`config.mk`:
```
export PLATFORM = sky130hd
export DESIGN_NAME = led_frame_packer_flat
export DESIGN_NICKNAME = d
export VERILOG_FILES = /design/src/rtl/led_fifo_if.sv /design/src/rtl/led_frame_packer.sv /design/src/flat_wrapper.sv
export SDC_FILE = /design/constraint.sdc
export NUM_CORES = 1
export LEC_CHECK = 0
export ABC_AREA = 1
export ABC_CLOCK_PERIOD_IN_PS = 4700
export BUFFER_PORTS_ARGS = -buffer_cell sky130_fd_sc_hd__buf_2
export CORE_AREA = 2 2 174 304
export CTS_BUF_LIST = sky130_fd_sc_hd__clkbuf_8
export DETAILED_ROUTE_END_ITERATION = 8
export DIE_AREA = 0 0 176 306
export MAX_ROUTING_LAYER = met4
export PLACE_DENSITY = 0.44
export SLEW_MARGIN = 15
export SYNTH_ARGS = -nofsm -noshare
export SYNTH_HDL_FRONTEND = slang
export SYNTH_SLANG_ARGS = --single-unit
```
`constraint.sdc`:
```
create_clock -name clk -period 4.7 [get_ports clk]
set_input_delay 0.47 -clock clk [delete_from_list [all_inputs] [get_ports clk]]
set_output_delay 0.47 -clock clk [all_outputs]
set_load 0.03 [all_outputs]
```
`src/rtl/led_fifo_if.sv`:
```
// TX FIFO write port between the frame packer and the LED PHY FIFO.
interface led_fifo_if #(
  parameter int COLOR_W = 4
) ();
  logic                   we;
  logic [3*COLOR_W-1:0]   fifo_data;
  logic                   fifo_full;

  modport master (
    output we,
    output fifo_data,
    input  fifo_full
  );

  modport slave (
    input  we,
    input  fifo_data,
    output fifo_full
  );
endinterface

```
`src/rtl/led_frame_packer.sv`:
```
// Builds one LED frame from zone colour snapshots and a programmable
// segment map, streaming scaled RGB words into the PHY TX FIFO.
module led_frame_packer #(
  parameter int NUM_ZONES = 8,
  parameter int COLOR_W   = 4,
  parameter int MAX_SEGS  = 16,
  parameter int SEG_LEN_W = 4,
  parameter int BRIGHT_W  = 4,
  parameter int LED_CNT_W = 8
) (
  input  logic                           clk,
  input  logic                           rst,
  input  logic                           arm,
  input  logic                           start,
  input  logic                           abort,
  input  logic [NUM_ZONES*COLOR_W-1:0]   zone_r,
  input  logic [NUM_ZONES*COLOR_W-1:0]   zone_g,
  input  logic [NUM_ZONES*COLOR_W-1:0]   zone_b,
  input  logic [BRIGHT_W-1:0]            brightness,
  input  logic [$clog2(MAX_SEGS+1)-1:0]  num_segs,
  input  logic                           cfg_we,
  input  logic [$clog2(MAX_SEGS)-1:0]    cfg_idx,
  input  logic [$clog2(NUM_ZONES)-1:0]   cfg_zone,
  input  logic [SEG_LEN_W-1:0]           cfg_len,
  led_fifo_if.master                     fifo,
  output logic                           send_start,
  output logic                           busy,
  output logic [LED_CNT_W-1:0]           leds_written,
  output logic                           cfg_err
);

  localparam int NS_W = $clog2(MAX_SEGS+1);
  localparam int IX_W = $clog2(MAX_SEGS);
  localparam int ZW   = $clog2(NUM_ZONES);
  localparam int ZB   = NUM_ZONES*COLOR_W;
  localparam int PW   = COLOR_W+BRIGHT_W;

  typedef enum logic [2:0] {
    S_IDLE, S_ARMED, S_LOAD, S_WRITE, S_DONE
  } state_t;

  state_t state, nxt;

  logic [ZW-1:0]        seg_zone [MAX_SEGS];
  logic [SEG_LEN_W-1:0] seg_len  [MAX_SEGS];

  logic [ZB-1:0]        snap_r, snap_g, snap_b;
  logic [BRIGHT_W-1:0]  bright_q;
  logic [NS_W-1:0]      nsegs_q, nsegs_in;
  logic [NS_W-1:0]      seg_idx;
  logic [SEG_LEN_W-1:0] led_idx;

  logic [ZW-1:0]        cur_zone;
  logic [SEG_LEN_W-1:0] cur_len;
  logic                 we_c, adv, last_seg;

  // (c * (b+1)) >> BRIGHT_W; the product never exceeds PW bits
  function automatic logic [COLOR_W-1:0] scale(
    input logic [COLOR_W-1:0]  c,
    input logic [BRIGHT_W-1:0] b
  );
    logic [BRIGHT_W:0] m;
    logic [PW-1:0]     p;
    m = {1'b0, b} + {{BRIGHT_W{1'b0}}, 1'b1};
    p = PW'(c) * PW'(m);
    return p[BRIGHT_W +: COLOR_W];
  endfunction

  assign nsegs_in = (num_segs > NS_W'(MAX_SEGS)) ?
                    NS_W'(MAX_SEGS) : num_segs;
  assign cur_zone = seg_zone[seg_idx[IX_W-1:0]];
  assign cur_len  = seg_len[seg_idx[IX_W-1:0]];
  assign last_seg = (seg_idx == nsegs_q - NS_W'(1));

  assign busy = (state == S_LOAD) || (state == S_WRITE) ||
                (state == S_DONE);
  assign send_start = (state == S_DONE) && !abort;

  assign fifo.we = we_c;
  assign fifo.fifo_data = we_c ? {
    scale(snap_r[cur_zone*COLOR_W +: COLOR_W], bright_q),
    scale(snap_g[cur_zone*COLOR_W +: COLOR_W], bright_q),
    scale(snap_b[cur_zone*COLOR_W +: COLOR_W], bright_q)
  } : '0;

  always_comb begin
    nxt  = state;
    we_c = 1'b0;
    adv  = 1'b0;
    unique case (state)
      S_IDLE:  if (arm) nxt = S_ARMED;
      S_ARMED: if (start) nxt = S_LOAD;
      S_LOAD:  nxt = (nsegs_in != '0) ? S_WRITE : S_DONE;
      S_WRITE: begin
        if (cur_len == '0) begin
          adv = 1'b1;
        end else if (!fifo.fifo_full) begin
          we_c = 1'b1;
          adv  = (led_idx == cur_len - SEG_LEN_W'(1));
        end
        if (adv && last_seg) nxt = S_DONE;
      end
      S_DONE:  nxt = S_IDLE;
      default: nxt = S_IDLE;
    endcase
    // abort wins over every transition and suppresses the write
    if (abort && state != S_IDLE) begin
      nxt  = S_IDLE;
      we_c = 1'b0;
      adv  = 1'b0;
    end
  end

  always_ff @(posedge clk) begin
    if (rst) begin
      state <= S_IDLE;
      for (int i = 0; i < MAX_SEGS; i++) begin
        seg_zone[i] <= '0;
        seg_len[i]  <= '0;
      end
      snap_r       <= '0;
      snap_g       <= '0;
      snap_b       <= '0;
      bright_q     <= '0;
      nsegs_q      <= '0;
      seg_idx      <= '0;
      led_idx      <= '0;
      leds_written <= '0;
      cfg_err      <= 1'b0;
    end else begin
      state   <= nxt;
      cfg_err <= cfg_we && busy;
      if (cfg_we && !busy) begin
        seg_zone[cfg_idx] <= cfg_zone;
        seg_len[cfg_idx]  <= cfg_len;
      end
      if (state == S_LOAD && !abort) begin
        snap_r       <= zone_r;
        snap_g       <= zone_g;
        snap_b       <= zone_b;
        bright_q     <= brightness;
        nsegs_q      <= nsegs_in;
        seg_idx      <= '0;
        led_idx      <= '0;
        leds_written <= '0;
      end
      if (adv) begin
        seg_idx <= seg_idx + NS_W'(1);
        led_idx <= '0;
      end else if (we_c) begin
        led_idx <= led_idx + SEG_LEN_W'(1);
      end
      if (we_c && leds_written != '1)
        leds_written <= leds_written + LED_CNT_W'(1);
    end
  end

endmodule

```
`src/flat_wrapper.sv`:
```
// flat-port wrapper written by rule: the top's interface ports become plain ports
module led_frame_packer_flat 
#(
  parameter int NUM_ZONES = 8,
  parameter int COLOR_W   = 4,
  parameter int MAX_SEGS  = 16,
  parameter int SEG_LEN_W = 4,
  parameter int BRIGHT_W  = 4,
  parameter int LED_CNT_W = 8
)
  (clk, rst, arm, start, abort, zone_r, zone_g, zone_b, brightness, num_segs, cfg_we, cfg_idx, cfg_zone, cfg_len, send_start, busy, leds_written, cfg_err, fifo_we, fifo_fifo_data, fifo_fifo_full);
  led_fifo_if #(.COLOR_W(COLOR_W)) fifo_i ();
  input  logic clk;
  input  logic rst;
  input  logic arm;
  input  logic start;
  input  logic abort;
  input  logic [NUM_ZONES*COLOR_W-1:0] zone_r;
  input  logic [NUM_ZONES*COLOR_W-1:0] zone_g;
  input  logic [NUM_ZONES*COLOR_W-1:0] zone_b;
  input  logic [BRIGHT_W-1:0] brightness;
  input  logic [$clog2(MAX_SEGS+1)-1:0] num_segs;
  input  logic cfg_we;
  input  logic [$clog2(MAX_SEGS)-1:0] cfg_idx;
  input  logic [$clog2(NUM_ZONES)-1:0] cfg_zone;
  input  logic [SEG_LEN_W-1:0] cfg_len;
  output logic send_start;
  output logic busy;
  output logic [LED_CNT_W-1:0] leds_written;
  output logic cfg_err;
  output wire logic [$bits(fifo_i.we)-1:0] fifo_we;
  output wire logic [$bits(fifo_i.fifo_data)-1:0] fifo_fifo_data;
  input wire logic [$bits(fifo_i.fifo_full)-1:0] fifo_fifo_full;
  assign fifo_we = fifo_i.we;
  assign fifo_fifo_data = fifo_i.fifo_data;
  assign fifo_i.fifo_full = fifo_fifo_full;
  led_frame_packer #(.NUM_ZONES(NUM_ZONES), .COLOR_W(COLOR_W), .MAX_SEGS(MAX_SEGS), .SEG_LEN_W(SEG_LEN_W), .BRIGHT_W(BRIGHT_W), .LED_CNT_W(LED_CNT_W)) u_core (.clk(clk), .rst(rst), .arm(arm), .start(start), .abort(abort), .zone_r(zone_r), .zone_g(zone_g), .zone_b(zone_b), .brightness(brightness), .num_segs(num_segs), .cfg_we(cfg_we), .cfg_idx(cfg_idx), .cfg_zone(cfg_zone), .cfg_len(cfg_len), .fifo(fifo_i), .send_start(send_start), .busy(busy), .leds_written(leds_written), .cfg_err(cfg_err));
endmodule
```
==> impl_metrics.py, run 1 <==
metrics = {
    "sta": {
        "setup_viol": 12,
        "hold_viol": 0,
        "tightest_slew_ns": 0.9896,
        "slew_headroom_pct": 33.93,
        "finalCritPeriodShare_pct": 112.1,
        "fmax_mhz": 189.8,
        "hold_slack_ns": 0.1280,
        "grt_setup_unrepaired": "true",
        "fin_crit_ns": 5.267,
        "fin_skew_ns": 0.04053,
        "slew_viol_final": 0,
        "timing.final.ws_setup_ns": -0.5674,
    },
    "cells_and_area": {
        "fin_util_pct": 31.95,
        "fillers": 5536,
        "final_common_cell": "nor2_1",
        "fin_nets": 2054,
        "layout.cells.non_filler": 2585,
        "synthToLayoutAreaGrowth_pct": 29.19,
        "final_layout_size_suffix_gt1_share_pct": 24.02,
        "layout_common_cells": "nor2_1, nand2_1, nand3_1, buf_2, o21ai_0",
        "seqCellArea_um2": 5969,
        "multi_input_area_um2": 6232,
    },
    "routing": {
        "drt_iter0_drc": 557,
        "routed_wl_mm": 45.39,
        "wl_per_cell_um": 17.56,
        "ant_nets": 0,
        "dr.pass1.iters": 5,
        "drcViolationCount": 0,
        "routed_via_density": 4.573,
        "vias": 11820,
    },
    "synthesis": {
        "ys_warn_count": 0,
        "synth_area_leaders": "edfxtp_1, dfxtp_1, nor2_1, nand2_1, nand3_1",
        "synth_cell_types": 41,
        "ys.flop_type": "dfxtp_1",
        "synth_fp_nets": 1820,
        "seq_area_frac_synth_pct": 46.99,
        "synth_area_um2": 12700,
        "synthArstFlopShare_pct": 0,
        "synth-edff-count": 112,
        "synth_cells": 1648,
        "yosysTopAreaCellShare_pct": 26.49,
        "yosysTopAreaCell": "edfxtp_1",
        "synth_seq_cells": 242,
        "synth.avg_cell_area_um2": 7.704,
    },
    "critical_path": {
        "cp.required_ns": 4.23,
        "cp-end-kind": "primary output",
        "cp_max_fo": 8,
        "rr_worst_depth": 19,
        "r2r_slack_ns": 1.50,
        "arrival_ns": 4.80,
        "critPathKind": "reg2out",
        "reg2reg_to": "u_core.state[0]",
        "cp-start-kind": "flip-flop",
    },
    "floorplanning": {
        "coreArea_um2": 51340,
        "rows": 110,
        "io_pins": 147,
        "fp.dieW_um": 176,
        "dieArea_um2": 53860,
        "initial_utilization_pct": 24.73,
        "die_y_um": 306,
    },
    "clocking": {
        "cts_inserted_buffers": 41,
        "hold_buffers": 0,
        "max-clock-path-buffers": 3,
        "cts_tree": "yes",
        "ctsHtreeMaxLevel": 2,
        "cts-root-buf": "clkbuf_8",
        "clk_latency_ns": 0.59,
        "cts.clk_slew.worst_paths_ns": 0.07,
        "clock_sinks": 242,
    },
    "placement": {
        "globalplace.congestion": 0.8791,
        "dp_hpwl_mm": 33.36,
        "numPlacedInstances": 2483,
        "numPortBuffers": 146,
    },
    "grt": {
        "antenna_found_initial": 2,
        "grt_usage_pct": 17.27,
        "grt_pass1_wl_mm": 69.15,
        "overflow": 0,
        "grt_pass1_vias": 12310,
        "grt_max_degree": 86,
    },
    "outcome": {
        "violations": "setup timing",
        "status": "finished, violations left",
    },
    "worst_hold_path": {
        "holdCritPathClass": "in2reg",
        "hold_end": "u_core.snap_b[9]",
        "hp-start": "zone_b[9]",
        "worstHoldPathCells": 3,
    },
    "power": {
        "design_power_total_uw": 4867,
        "p_leak_uw": 0.007217,
        "power.density_nw_per_um2": 296.7,
        "ir_drop_v": 0.0001950,
    },
    "flow_run": {
        "maxCapViolCount": 0,
    },
}
-- worst max-delay path by stage --
| stage | start | to | slack, ns | cells after the start |
|---|---|---|---|---|
| after floorplan | flip-flop | fifo_fifo_data[3] | 0.03 | 20 |
| after global routing | flip-flop | fifo_fifo_data[1] | -0.84 | 27 |
| after CTS | flip-flop | fifo_fifo_data[11] | -0.57 | 27 |
| after detailed placement | flip-flop | fifo_fifo_data[11] | -0.17 | 26 |
| final | flip-flop | fifo_fifo_data[1] | -0.57 | 27 |
| after global placement | flip-flop | fifo_fifo_data[11] | -0.16 | 26 |
-- metrics by stage --
step	setup TNS (ns)	cell area (µm²)	worst slack [ns]
6_report	-6.130	16400	-0.5674
5_1_grt	-9.374	16400	-0.8428
4_1_cts	-6.430	15880	-0.5674
3_5_place_dp	-1.405	14700	-0.1716
3_3_place_gp	-0.9906	14700	-0.1612
2_1_floorplan	0	12700	0.02958
-- flip-flops by register name, indices dropped and copies added (netlist names), named ones only --
name                 flops
u_core.snap_b           32
u_core.snap_g           32
u_core.seg_len          64
u_core.seg_idx           5
u_core.cfg_err           1
u_core.state             3
u_core.led_idx           4
u_core.leds_written      8
u_core.snap_r           32
u_core.seg_zone         48
u_core.bright_q          4
u_core.nsegs_q           5
-- timing repair --
action,CTS,global route
endpoints found under the setup margin,12,12
resized for setup,65,99
setup buffers,10,15
pin swaps,19,62
gates cloned,2,2
-- per-layer routing --
metal  vias to the layer above  part of all wire, %  wire, µm  track usage [%]
met1                      5555                   36     16260            16.89
li1                       5883                    -         -                -
met2                       295                   56     25540            33.85
met3                        87                  3.7      1697            2.108
met4                         0                  4.2      1891            6.919
met5                         -                    0         0                -
-- logic make-up after synthesis --
group                    count (synthesis)  synth area share, %
XOR/XNOR                                14               0.9657
AO/OA/AOI/OAI                          253                10.55
flip-flops                             242                46.99
adder cells (fa/ha/maj)                 49                5.716
buffers and inverters                  214                7.135
AND/OR/NAND/NOR                        876                28.64
-- worst max-delay path: stages (launching register included) --
cell,delay [ns]
dfxtp_4,0.36
inv_4,0.08
buf_12,0.12
buf_6,0.11
buf_4,0.16
nand2_1,0.07
nand3_2,0.08
nand3_1,0.10
nand3_2,0.11
nand2_4,0.10
inv_8,0.11
buf_6,0.14
a31oi_1,0.09
buf_4,0.16
or2_1,0.24
fa_1,0.49
fa_1,0.54
inv_2,0.05
ha_4,0.27
nand3_2,0.06
nor2_1,0.11
nand2_1,0.07
nand2_2,0.10
nand2_1,0.07
nand3_1,0.07
nand2_1,0.05
nor2_1,0.10
buf_4,0.16
-- layout make-up --
type	count	share of cell area, %
multi-input cells	1193	38.00
flip-flops and latches	242	36.39
repair buffers	272	12.15
well taps	672	5.126
clock buffers	56	4.699
inverters	132	3.097
clock inverters	16	0.5035
diodes	2	0.03051
-- Yosys cell counts (7+ instances only) --
library cell  count
nand2_1         278
dfxtp_1         130
buf_2            15
inv_1           123
o21ai_0         146
o211ai_1         18
nand3_1         157
clkbuf_1         46
buf_4             8
buf_6             7
a21oi_1          63
edfxtp_1        112
xor2_1           10
fa_1             15
nor3_1            8
nor2_1          399
ha_1             34
o21ai_1          14
inv_2             7
-- power breakdown --
part / total [µW] / internal, µW / switching [µW]
Clock: 1970 / 1060 / 908
Combinational: 553 / 204 / 349
Sequential: 2340 / 2290 / 49.8
No activity file was read; power rests on OpenSTA's default activity.
==> run 2, diff against run 1 <==
ABC_AREA = not set   (was 1)
CORE_AREA = 2 2 174 303   (was 2 2 174 304)
DIE_AREA = 0 0 176 305   (was 0 0 176 306)
==> impl_metrics.py, run 2 <==
metrics = {
    "critical_path": {
        "path_buf_inv": 3,
        "rr_worst_depth": 12,
        "cp_max_fo": 14,
        "cp.required_ns": 4.23,
        "cp-start-kind": "flip-flop",
        "crit_chain": "mux4_2 > mux4_2 > buf_12 > mux2i_1 > a22oi_2 > nand2_1 > or2_4 > fa_1 > fa_1 > inv_1 > ha_1 > and3_4 > o2111ai_4 > a21oi_2 > or3_4 > a21oi_4 > buf_6",
        "cp-end-kind": "primary output",
        "critPathKind": "reg2out",
        "cpPeakStageDelay_ns": 0.57,
        "r2r_slack_ns": 0.85,
        "crit_family": "adder cells",
        "critPathSlowestCell": "mux4_2",
        "arrival_ns": 5.37,
    },
    "clocking": {
        "max-clock-path-buffers": 3,
        "clk_latency_ns": 0.59,
        "cts.clk_slew.worst_paths_ns": 0.06,
        "clock_sinks": 242,
        "cts_inserted_buffers": 42,
        "cts_tree": "yes",
        "cts-root-buf": "clkbuf_8",
        "ctsHtreeMaxLevel": 2,
    },
    "cells_and_area": {
        "stdcell_area_um2": 16200,
        "seqCellArea_um2": 5974,
        "largest_reg_flops": 64,
        "final_layout_size_suffix_gt1_share_pct": 29.88,
        "multi_input_area_um2": 6690,
        "top_register": "u_core.seg_len",
        "layout_common_cells": "nand2_1, buf_2, dfxtp_1, and2_1, a21oi_1",
        "final_common_cell": "nand2_1",
        "synthToLayoutAreaGrowth_pct": 28.02,
        "top_regs": "u_core.seg_len x64, u_core.seg_zone x48",
        "fillers": 5325,
        "fin_nets": 1665,
        "layout.cells.non_filler": 2200,
    },
    "synthesis": {
        "yosysTopAreaCell": "edfxtp_1",
        "synth-edff-count": 112,
        "seq_area_frac_synth_pct": 47.14,
        "synthTopCellsByCount": "nand2_1, a21oi_1, dfxtp_1, and2_1, edfxtp_1",
        "synth_cell_types": 62,
        "synth_seq_cells": 242,
        "synth_cells": 1272,
        "synthArstFlopShare_pct": 0,
        "synth.avg_cell_area_um2": 9.949,
        "synth_fp_nets": 1444,
        "yosysMostFrequentCell": "nand2_1",
        "synth_area_leaders": "edfxtp_1, dfxtp_1, nand2_1, and2_1, a21oi_1",
        "synth_area_um2": 12650,
        "yosysTopAreaCellShare_pct": 26.58,
        "ys_warn_count": 0,
        "ys.flop_type": "dfxtp_1",
    },
    "flow_run": {
        "maxCapViolCount": 0,
    },
    "grt": {
        "grt_max_degree": 77,
        "grt_pass1_vias": 10620,
        "antenna_found_initial": 2,
        "grt_pass1_wl_mm": 63.65,
        "overflow": 0,
        "grt_usage_pct": 16.22,
    },
    "routing": {
        "drcViolationCount": 0,
        "drt_iter0_drc": 341,
        "ant_nets": 0,
        "wl_per_cell_um": 19.21,
        "routed_wl_mm": 42.26,
        "vias": 9853,
        "dr.pass1.iters": 4,
        "routed_via_density": 4.479,
    },
    "placement": {
        "dpl-instance-area_um2": 14880,
        "numPlacedInstances": 2099,
        "numPortBuffers": 146,
        "dp_slack_ns": -0.8548,
        "dp_hpwl_mm": 31.59,
        "globalplace.congestion": 0.8289,
    },
    "sta": {
        "grt_setup_unrepaired": "true",
        "setup_viol": 12,
        "fin_crit_ns": 5.843,
        "timing.final.ws_setup_ns": -1.143,
        "hold_slack_ns": 0.1123,
        "fmax_mhz": 171.1,
        "slew_viol_final": 0,
        "hold_viol": 0,
        "tightest_slew_ns": 0.9605,
        "finalCritPeriodShare_pct": 124.3,
        "slew_headroom_pct": 35.83,
        "fin_skew_ns": 0.03613,
    },
    "worst_hold_path": {
        "holdCritPathClass": "in2reg",
        "worstHoldPathCells": 3,
        "hold_end": "u_core.snap_b[1]",
        "hp-start": "zone_b[1]",
    },
    "power": {
        "power.density_nw_per_um2": 290.9,
        "p_leak_uw": 0.006230,
        "ir_drop_v": 0.0001797,
    },
    "floorplanning": {
        "dieArea_um2": 53680,
        "die_y_um": 305,
        "initial_utilization_pct": 24.65,
        "rows": 110,
        "fp.dieW_um": 176,
        "coreArea_um2": 51340,
        "io_pins": 147,
    },
    "outcome": {
        "status": "finished, violations left",
        "violations": "setup timing",
    },
}
==> run 2: repair_timing <==
action,in CTS,in global routing
pin swaps,40,11
setup buffers,14,8
gates cloned,1,0
setup endpoints to repair,12,12
hold buffers,0,0
hold endpoints to repair,0,0
resized for setup,61,10
==> run 2: worst max-delay path by stage <==
| stage | depth (start not counted) | end | from | slack (ns) |
|---|---|---|---|---|
| floorplan | 21 | fifo_fifo_data[2] | flip-flop | -0.45 |
| global placement | 18 | fifo_fifo_data[7] | flip-flop | -0.84 |
| detailed placement | 18 | fifo_fifo_data[6] | flip-flop | -0.85 |
| CTS | 18 | fifo_fifo_data[11] | flip-flop | -1.26 |
| global route | 17 | fifo_fifo_data[2] | flip-flop | -1.37 |
| finish | 17 | fifo_fifo_data[11] | flip-flop | -1.14 |
==> run 2: logic make-up (layout without fill, tap and decap cells) <==
| group | after synthesis | in the layout | share of synthesized area [%] |
|---|---|---|---|
| simple gates | 562 | 562 | 21.90 |
| fa+ha+maj | 49 | 49 | 5.735 |
| xor+xnor | 24 | 24 | 1.661 |
| mux | 85 | 85 | 10.19 |
| flops | 242 | 242 | 47.14 |
| other cells | 0 | 2 | 0 |
| compound gates | 205 | 205 | 9.581 |
| buf+inv | 105 | 359 | 3.787 |
==> run 2: stage by stage <==
step | total power (µW) | utilization, % | TNS (ns)
floorplan | 2557 | - | -3.747
global placement | 2754 | 28.99 | -8.819
detailed placement | 2760 | 28.99 | -9.206
CTS | 4807 | 31.40 | -13.77
global route | 4917 | 31.56 | -15.33
finish | 4713 | 31.56 | -12.62
==> run 2: layout make-up <==
class | count | area share, %
Clock buffer | 50 | 4.248
Multi-Input combinational cell | 925 | 41.30
Timing Repair Buffer | 253 | 10.67
Clock inverter | 27 | 1.019
Antenna cell | 2 | 0.03089
Sequential cell | 242 | 36.88
Tap cell | 672 | 5.190
Inverter | 29 | 0.6719
==> run 2: layer usage <==
layer | track usage [%] | routed length (µm) | vias to the layer above | share of wire (%)
met5 | - | 0 | - | 0
met4 | 7.573 | 2027 | 0 | 4.8
met3 | 1.697 | 1216 | 86 | 2.9
met2 | 32.00 | 24260 | 220 | 57
met1 | 15.36 | 14760 | 4700 | 35
li1 | - | - | 4847 | -
==> run 2: where the power goes <==
group	total, µW	switching (µW)	internal (µW)
Combinational	421	249	172
Clock	1990	951	1040
Sequential	2300	38.2	2260
Total	4710	1240	3480
==> run 2: worst reg2reg max path, delay by kind of cell (launching register included) <==
kind / cells / cell delay (ns)
muxes: 2 / 1.17
and+or+nand+nor: 4 / 0.96
AOI/OAI and AO/OA: 2 / 0.45
DFF: 1 / 0.41
buffers and inverters: 2 / 0.39
adders and majority gates: 1 / 0.24
xor gates and xnor gates: 1 / 0.14
==> run 3, diff against run 2 <==
CELL_PAD_IN_SITES_DETAIL_PLACEMENT = 1   (was not set)
CELL_PAD_IN_SITES_GLOBAL_PLACEMENT = 1   (was not set)
PLACE_DENSITY = 0.52   (was 0.44)
==> impl_metrics.py, run 3 (same netlist as run 2, synthesis figures left out) <==
metrics = {
    "outcome": {
        "status": "finished, violations left",
        "violations": "setup timing",
    },
    "routing": {
        "routed_via_density": 4.579,
        "ant_nets": 0,
        "drcViolationCount": 0,
        "drt_iter0_drc": 433,
        "dr.pass1.iters": 4,
        "routed_wl_mm": 43.92,
        "wl_per_cell_um": 19.97,
        "vias": 10070,
    },
    "placement": {
        "globalplace.congestion": 0.8069,
        "numPortBuffers": 146,
        "numPlacedInstances": 2108,
        "dp_hpwl_mm": 33.14,
        "dp_slack_ns": -0.8047,
    },
    "clocking": {
        "max-clock-path-buffers": 3,
        "cts_tree": "yes",
        "clock_sinks": 242,
        "ctsHtreeMaxLevel": 2,
        "clk_latency_ns": 0.57,
        "hold_buffers": 0,
        "cts-root-buf": "clkbuf_8",
        "cts.clk_slew.worst_paths_ns": 0.06,
        "cts_inserted_buffers": 42,
    },
    "cells_and_area": {
        "fin_nets": 1663,
        "top_regs": "u_core.seg_len x64, u_core.seg_zone x48",
        "final_layout_size_suffix_gt1_share_pct": 29.88,
        "layout_common_cells": "nand2_1, buf_2, and2_1, a21oi_1, dfxtp_1",
        "top_register": "u_core.seg_len",
        "final_common_cell": "nand2_1",
        "layout.cells.non_filler": 2199,
        "synthToLayoutAreaGrowth_pct": 28.75,
        "largest_reg_flops": 64,
    },
    "sta": {
        "fin_skew_ns": 0.01738,
        "slew_viol_final": 0,
        "tightest_slew_ns": 1.024,
        "fin_crit_ns": 5.839,
        "setup_viol": 12,
        "fin_tns_setup_ns": -12.52,
        "grt_setup_unrepaired": "true",
        "slew_headroom_pct": 31.18,
        "hold_viol": 0,
        "timing.final.ws_setup_ns": -1.139,
        "finalCritPeriodShare_pct": 124.2,
        "fmax_mhz": 171.3,
    },
    "power": {
        "p_leak_uw": 0.006292,
        "ir_drop_v": 0.0001676,
        "power.density_nw_per_um2": 307.5,
        "design_power_total_uw": 5010,
    },
    "grt": {
        "grt_usage_pct": 16.64,
        "antenna_found_initial": 5,
        "overflow": 0,
        "grt_pass1_vias": 10990,
        "grt_max_degree": 101,
        "grt_pass1_wl_mm": 65.16,
    },
    "critical_path": {
        "cp-end-kind": "primary output",
        "arrival_ns": 5.37,
        "cp_max_fo": 8,
        "critPathKind": "reg2out",
        "cp.required_ns": 4.23,
        "cp-start-kind": "flip-flop",
    },
    "floorplanning": {
        "fp.dieW_um": 176,
        "coreArea_um2": 51340,
        "die_y_um": 305,
        "dieArea_um2": 53680,
        "initial_utilization_pct": 24.65,
        "rows": 110,
        "io_pins": 147,
    },
    "flow_run": {
        "maxCapViolCount": 0,
    },
    "worst_hold_path": {
        "holdCritPathClass": "in2reg",
    },
}
==> run 3: cell types whose count changed in the layout (fill, tap and decap cells not counted), moves of 3 or more <==
cell / delta
and2_4: -3
and2_1: +3
bufinv_16: +7
buf_12: -3
clkinv_2: +4
clkbuf_8: -4
clkinv_1: -4
==> run 3: final cells by class <==
type / instances / area, µm²
Sequential cell: 242 / 5974
Antenna cell: 4 / 10.01
Timing Repair Buffer: 251 / 1709
Multi-Input combinational cell: 925 / 6676
Clock inverter: 30 / 340.3
Inverter: 29 / 108.9
Tap cell: 672 / 840.8
Clock buffer: 46 / 633.1
Fill cell: 5872 / 35040
==> run 3: what timing repair did <==
item	in CTS	in global routing
gates cloned	0	2
resized for setup	29	35
setup endpoints to repair	12	12
buffers inserted	4	5
pin swaps	7	20
==> run 3: worst max-delay path, stage by stage (launching register included) <==
cell,delay [ns]
dfxtp_4,0.40
mux4_2,0.51
mux4_2,0.61
buf_12,0.20
nand2_2,0.16
o22ai_1,0.12
buf_4,0.15
or2_1,0.30
nor2b_1,0.18
fa_1,0.49
inv_1,0.06
fa_1,0.49
inv_2,0.05
ha_4,0.30
o2111ai_4,0.15
a21oi_2,0.21
nor3_2,0.07
nor3b_4,0.20
buf_6,0.16
==> run 3: report_power, final <==
| group | switching (µW) | total, µW | internal (µW) |
|---|---|---|---|
| registers | 37.1 | 2300 | 2260 |
| logic | 252 | 422 | 171 |
| clock network | 939 | 2290 | 1350 |
| total | 1230 | 5010 | 3780 |
==> run 3: metal layers <==
metal | wire (µm) | up-vias | track usage (%)
met1 | 15460 | 4945 | 15.86
met2 | 24930 | 195 | 32.18
met3 | 1424 | 90 | 2.333
met4 | 2108 | 0 | 7.957
met5 | 0 | - | -
li1 | - | 4840 | -
==> run 3: final timing paths <==
path	start	end	slack [ns]	depth (start not counted)
worst max-delay path	flip-flop	fifo_fifo_data[3]	-1.14	18
worst min-delay path	zone_r[24]	u_core.snap_r[24]	0.14	3
worst max register to register	flip-flop	flip-flop	0.68	12
worst min register to register	u_core.snap_g[3]	u_core.snap_g[3]	0.45	2
==> run 3: through the flow <==
step                      hold slack [ns]  instance area [µm²]  utilization [%]
after floorplan                    0.4329                13030                -
after global placement             0.4421                14950            29.13
after detailed placement           0.4473                14950            29.13
after CTS                         0.09075                16060            31.28
after global routing               0.1162                16290            31.74
final                              0.1358                16290            31.74
